### src/rtl/updown_sweep_controller.sv
// updown_sweep_controller: bounded triangle-sweep up/down counter with endpoint dwell, sweep count and abort
module updown_sweep_controller #(
    parameter int WIDTH   = 4,
    parameter int DWELL_W = 4,
    parameter int SWEEP_W = 8
) (
    input  logic               clk,
    input  logic               reset,
    input  logic               start,
    input  logic               abort,
    input  logic [WIDTH-1:0]   lo,
    input  logic [WIDTH-1:0]   hi,
    input  logic [DWELL_W-1:0] dwell,
    input  logic [SWEEP_W-1:0] num_sweeps,
    output logic [WIDTH-1:0]   count,
    output logic               upordown,
    output logic               busy,
    output logic               done,
    output logic               err,
    output logic [SWEEP_W-1:0] sweep_cnt
);
    typedef enum logic [2:0] {IDLE, UP, DWELL_HI, DOWN, DWELL_LO, DONE} state_t;
    state_t state, state_d;
    logic [WIDTH-1:0]   lo_q, hi_q;
    logic [DWELL_W-1:0] dwell_q, tmr;
    logic [SWEEP_W-1:0] num_q, sweep_inc;
    logic               accept, reject, at_hi, at_lo, last, tmr_end, no_dwell;
    // shared decode of start acceptance, endpoint hits and final-sweep detection
    always_comb begin
        accept    = (state == IDLE) && start && !abort && (lo < hi);
        reject    = (state == IDLE) && start && !abort && (lo >= hi);
        at_hi     = count == hi_q;
        at_lo     = count == lo_q;
        sweep_inc = sweep_cnt + SWEEP_W'(1);
        last      = (num_q != '0) && (sweep_inc == num_q);
        tmr_end   = tmr == DWELL_W'(1);
        no_dwell  = dwell_q == '0;
    end
    // state register
    always_ff @(posedge clk or negedge reset) begin
        if (!reset) state <= IDLE;
        else        state <= state_d;
    end
    // next-state logic; abort overrides every other transition
    always_comb begin
        state_d = state;
        if (abort) state_d = IDLE;
        else begin
            case (state)
                IDLE:     state_d = accept ? UP : IDLE;
                UP:       state_d = !at_hi ? UP : (no_dwell ? DOWN : DWELL_HI);
                DWELL_HI: state_d = tmr_end ? DOWN : DWELL_HI;
                DOWN:     state_d = !at_lo ? DOWN : (last ? DONE : (no_dwell ? UP : DWELL_LO));
                DWELL_LO: state_d = tmr_end ? UP : DWELL_LO;
                DONE:     state_d = IDLE;
                default:  state_d = IDLE;
            endcase
        end
    end
    // outputs decoded from registered state
    always_comb begin
        busy = (state == UP) || (state == DWELL_HI) || (state == DOWN) || (state == DWELL_LO);
        done = state == DONE;
    end
    // counter, direction, sweep tally, dwell timer and latched configuration; abort freezes all of them
    always_ff @(posedge clk or negedge reset) begin
        if (!reset) begin
            count     <= '0;
            upordown  <= 1'b1;
            err       <= 1'b0;
            sweep_cnt <= '0;
            lo_q      <= '0;
            hi_q      <= '0;
            dwell_q   <= '0;
            num_q     <= '0;
            tmr       <= '0;
        end else begin
            err <= reject;
            if (!abort) begin
                case (state)
                    IDLE: if (accept) begin
                        lo_q      <= lo;
                        hi_q      <= hi;
                        dwell_q   <= dwell;
                        num_q     <= num_sweeps;
                        sweep_cnt <= '0;
                        count     <= lo;
                        upordown  <= 1'b1;
                    end
                    UP: begin
                        if (!at_hi) count <= count + WIDTH'(1);
                        else if (!no_dwell) tmr <= dwell_q;
                        else begin
                            count    <= hi_q - WIDTH'(1);
                            upordown <= 1'b0;
                        end
                    end
                    DWELL_HI: begin
                        tmr <= tmr - DWELL_W'(1);
                        if (tmr_end) begin
                            count    <= hi_q - WIDTH'(1);
                            upordown <= 1'b0;
                        end
                    end
                    DOWN: begin
                        if (!at_lo) count <= count - WIDTH'(1);
                        else begin
                            sweep_cnt <= sweep_inc;
                            if (!last && no_dwell) begin
                                count    <= lo_q + WIDTH'(1);
                                upordown <= 1'b1;
                            end else if (!last) tmr <= dwell_q;
                        end
                    end
                    DWELL_LO: begin
                        tmr <= tmr - DWELL_W'(1);
                        if (tmr_end) begin
                            count    <= lo_q + WIDTH'(1);
                            upordown <= 1'b1;
                        end
                    end
                    default: ;
                endcase
            end
        end
    end
endmodule

### config.mk
export PLATFORM = sky130hd
export DESIGN_NAME = updown_sweep_controller
export DESIGN_NICKNAME = d
export VERILOG_FILES = /design/src/rtl/updown_sweep_controller.sv
export SDC_FILE = /design/constraint.sdc
export NUM_CORES = 1
export LEC_CHECK = 0
export ABC_AREA = 1
export CAP_MARGIN = 20
export CORE_ASPECT_RATIO = 2
export CORE_UTILIZATION = 69
export CTS_CLUSTER_SIZE = 14
export DETAILED_ROUTE_END_ITERATION = 6
export DONT_BUFFER_PORTS = 1
export GPL_TIMING_DRIVEN = 1
export HOLD_SLACK_MARGIN = 0.05
export PLACE_DENSITY = 0.85
export RECOVER_POWER = 100
export SYNTH_ARGS = -nofsm -noshare
export SYNTH_HDL_FRONTEND = slang
export SYNTH_SLANG_ARGS = --single-unit
### constraint.sdc
create_clock -name clk -period 3.6 [get_ports clk]
set_input_delay 0.36 -clock clk [delete_from_list [all_inputs] [get_ports clk]]
set_output_delay 0.36 -clock clk [all_outputs]
set_load 0.02 [all_outputs]
==> metrics.csv <==
metric,value,unit
netlist.area_leader.share,36.4,%
htree_levels,2,
finalHoldViolations,0,
synth-xor-area-share,5.74,%
maxCapViolations,0,
synthMuxAreaShare,1.23,%
wl_per_cell,14.5,µm
synth_compound_area_share,10.5,%
fin_crit,2570,ps
chipWidth,46.6,µm
critPathMaxFanout,17,
synth_top_family_by_area,simple AND/OR/NAND/NOR gates,
overflow,0,
core_area,0.00384,mm²
post-synth-top-count-cell,nand2_1,
antenna_cells,0,
synthDistinctLibCells,37,
nets,405,
critPathSlowestCell,dfrtp_1,
finalSetupViolCount,0,
gp_congestion,1.01,
synth-seq-area-share,37.4,%
period_share,71.5,%
power_density,578,mW/mm²
postCtsSetupBuffers,0,
r2r_start,state[1],
slew_headroom,41.8,%
synth_commonest_cells,"nand2_1 (89), inv_1 (49), dfrtp_1 (40), nand3_1 (30), nor2_1 (30)",
slowest_delay,420,ps
cp-end-kind,flip-flop,
ir_drop,0.368,mV
syn_area_per_cell,7.48,µm²
clk-insertion-delay-late,300,ps
synth_nets,402,
min_path_type,input pin to flip-flop,
criticalPathCategory,flip-flop to flip-flop,
synthAdderAreaFrac,5.01,%
timing.fmax,0.388,GHz
tns,0,ps
finalMaxSlewViolations,0,
grt_pass1_wl,9930,µm
areaGrowthSynthToFinish,2.87,%
grt_start_max_net_pins,42,
rsz0062_at_grt,no,
yosys.area_share.simple,30.6,%
routed_wl,6110,µm
cp.arrival,2790,ps
crit_top_cell,nor2_1,
ioPinCount,40,
dieArea,0.00425,mm²
power_leakage,1.46,nW
io_buffers,0,
clk_pin_slew,80,ps
worstPathRequired,3820,ps
ant_nets,0,
dp_hpwl,4810,µm
synth.top_cells.by_area,"dfrtp_1 (36%), nand2_1 (12%), inv_1 (6.7%)",
dr.pass1.iters,5,
drc,0,
clk_path_buf_depth,2,
cp-start-kind,flip-flop,
synth_flop_cell,dfrtp_1,
cts_tree,done,
worst_pin_slew,872,ps
grt_pass1_vias,2382,
power.total,0.00163,W
rows,32,
cts_resized,0,
path_delay_family,simple AND/OR/NAND/NOR gates,
vias,2414,
cp-startpoint,state[1],
final_layout_size_suffix_gt1_share,7.86,%
fin_skew,9.45,ps
ys_async_sr_fraction,100,%
cts_root_buf,clkbuf_8,
fillCellCount,341,
cts_num_sinks,41,
antenna_found_initial,0,
drtIter0Drc,87,
cp_cell_sequence,"nor2_1, nand2_1, nor2_1, nand3_1, clkbuf_1, nand2_1, nand3_1, nor2_1, inv_1, o21ai_0",
syn_area,0.00275,mm²
synth-edff-count,0,
yosysWarningCount,0,
status,finished clean,
final-seq-area,0.00103,mm²
min_from,abort,
yosys.area.top_type,dfrtp_1,
multi_input_area,0.00142,mm²
initial_utilization,71.5,%
synth-seq-cells,41,
vias_per_cell,5.75,
cts_made_buffers,5,
reg2reg_slack,1030,ps
die_h,91.2,µm
cp_num_buf_inv,2,
grt_usage,32.0,%
syn_inst,367,
-- layout by cell type, fill, tap and decap left out, drive strengths merged --
cell type    instances
a21oi               18
a22o                 1
buf                  1
clkbuf               7
clkinv               1
dfrtp               40
dfstp                1
dlygate4sd3          1
ha                  11
inv                 54
mux2                 3
nand2               99
nand3               32
nand3b               1
nand4                5
nor2                35
nor3                 7
nor3b                1
o2111ai              1
o211ai               3
o21ai               21
o22ai                6
or2                  2
xnor2                2
xor2                16
-- registers in the layout, indices dropped and copies added, names as in the netlist --
register and flops:
num_q 8, upordown 1, sweep_cnt 8, tmr 4, count 4, hi_q 4, err 1, dwell_q 4
lo_q 4, state 3
-- through the flow --
stage / util [%] / hold WS (ps) / worst slack (ps) / instance area, µm² / cells
6_report: 73.5 / 122 / 1030 / 2830 / 420
5_1_grt: 73.5 / 110 / 848 / 2830 / 420
4_1_cts: 74.7 / 117 / 1400 / 2870 / 420
3_5_place_dp: 72.0 / 65.1 / 1420 / 2770 / 412
3_3_place_gp: 72.0 / 65.1 / 1450 / 2770 / 412
2_1_floorplan: - / 64.4 / 1820 / 2750 / 367
-- power breakdown --
| part | total [W] | internal [W] | switching [W] | leakage, nW |
|---|---|---|---|---|
| Clock | 0.000282 | 0.000128 | 0.000154 | 0.0399 |
| Sequential | 0.000777 | 0.000582 | 0.000194 | 0.505 |
| Combinational | 0.000573 | 0.000237 | 0.000336 | 0.914 |
-- final timing paths --
check / cells past startpoint / to
setup / recovery: 10 / sweep_cnt[1]
hold / removal: 1 / state[2]
setup reg to reg: 10 / sweep_cnt[1]
hold reg to reg: 2 / tmr[1]
max in group asynchronous: 2 / upordown
min in group asynchronous: 2 / sweep_cnt[2]
-- layout make-up --
class / count / share of cell area, %
repair buffers: 4 / 1.33
inverters: 54 / 7.17
clock buffers: 5 / 2.44
well taps: 51 / 2.26
multi-input cells: 264 / 50.3
clock inverters: 1 / 0.177
flip-flops and latches: 41 / 36.4
-- kinds of logic (layout without fill, tap and decap cells) --
| family | count (synthesis) | in the layout |
|---|---|---|
| AO/OA/AOI/OAI | 50 | 50 |
| XOR/XNOR | 18 | 18 |
| adder cells (fa/ha/maj) | 11 | 11 |
| buffers and inverters | 62 | 64 |
| flip-flops | 41 | 41 |
| multiplexers | 3 | 3 |
| AND/OR/NAND/NOR | 182 | 182 |
-- routing by layer --
metal  GRT usage (%)  wire, µm  vias up
li1                -         -     1182
met1            30.8      2160     1132
met3            6.16       265       22
met5               0         0        -
met4            16.4       239        0
met2            58.1      3450       78
-- what timing repair did --
action / 4_1_cts / 5_1_grt
setup endpoints to repair: 0 / 0
hold endpoints to repair: 41 / 0
hold buffers: 2 / 0
(Power assumes the default switching activity.)
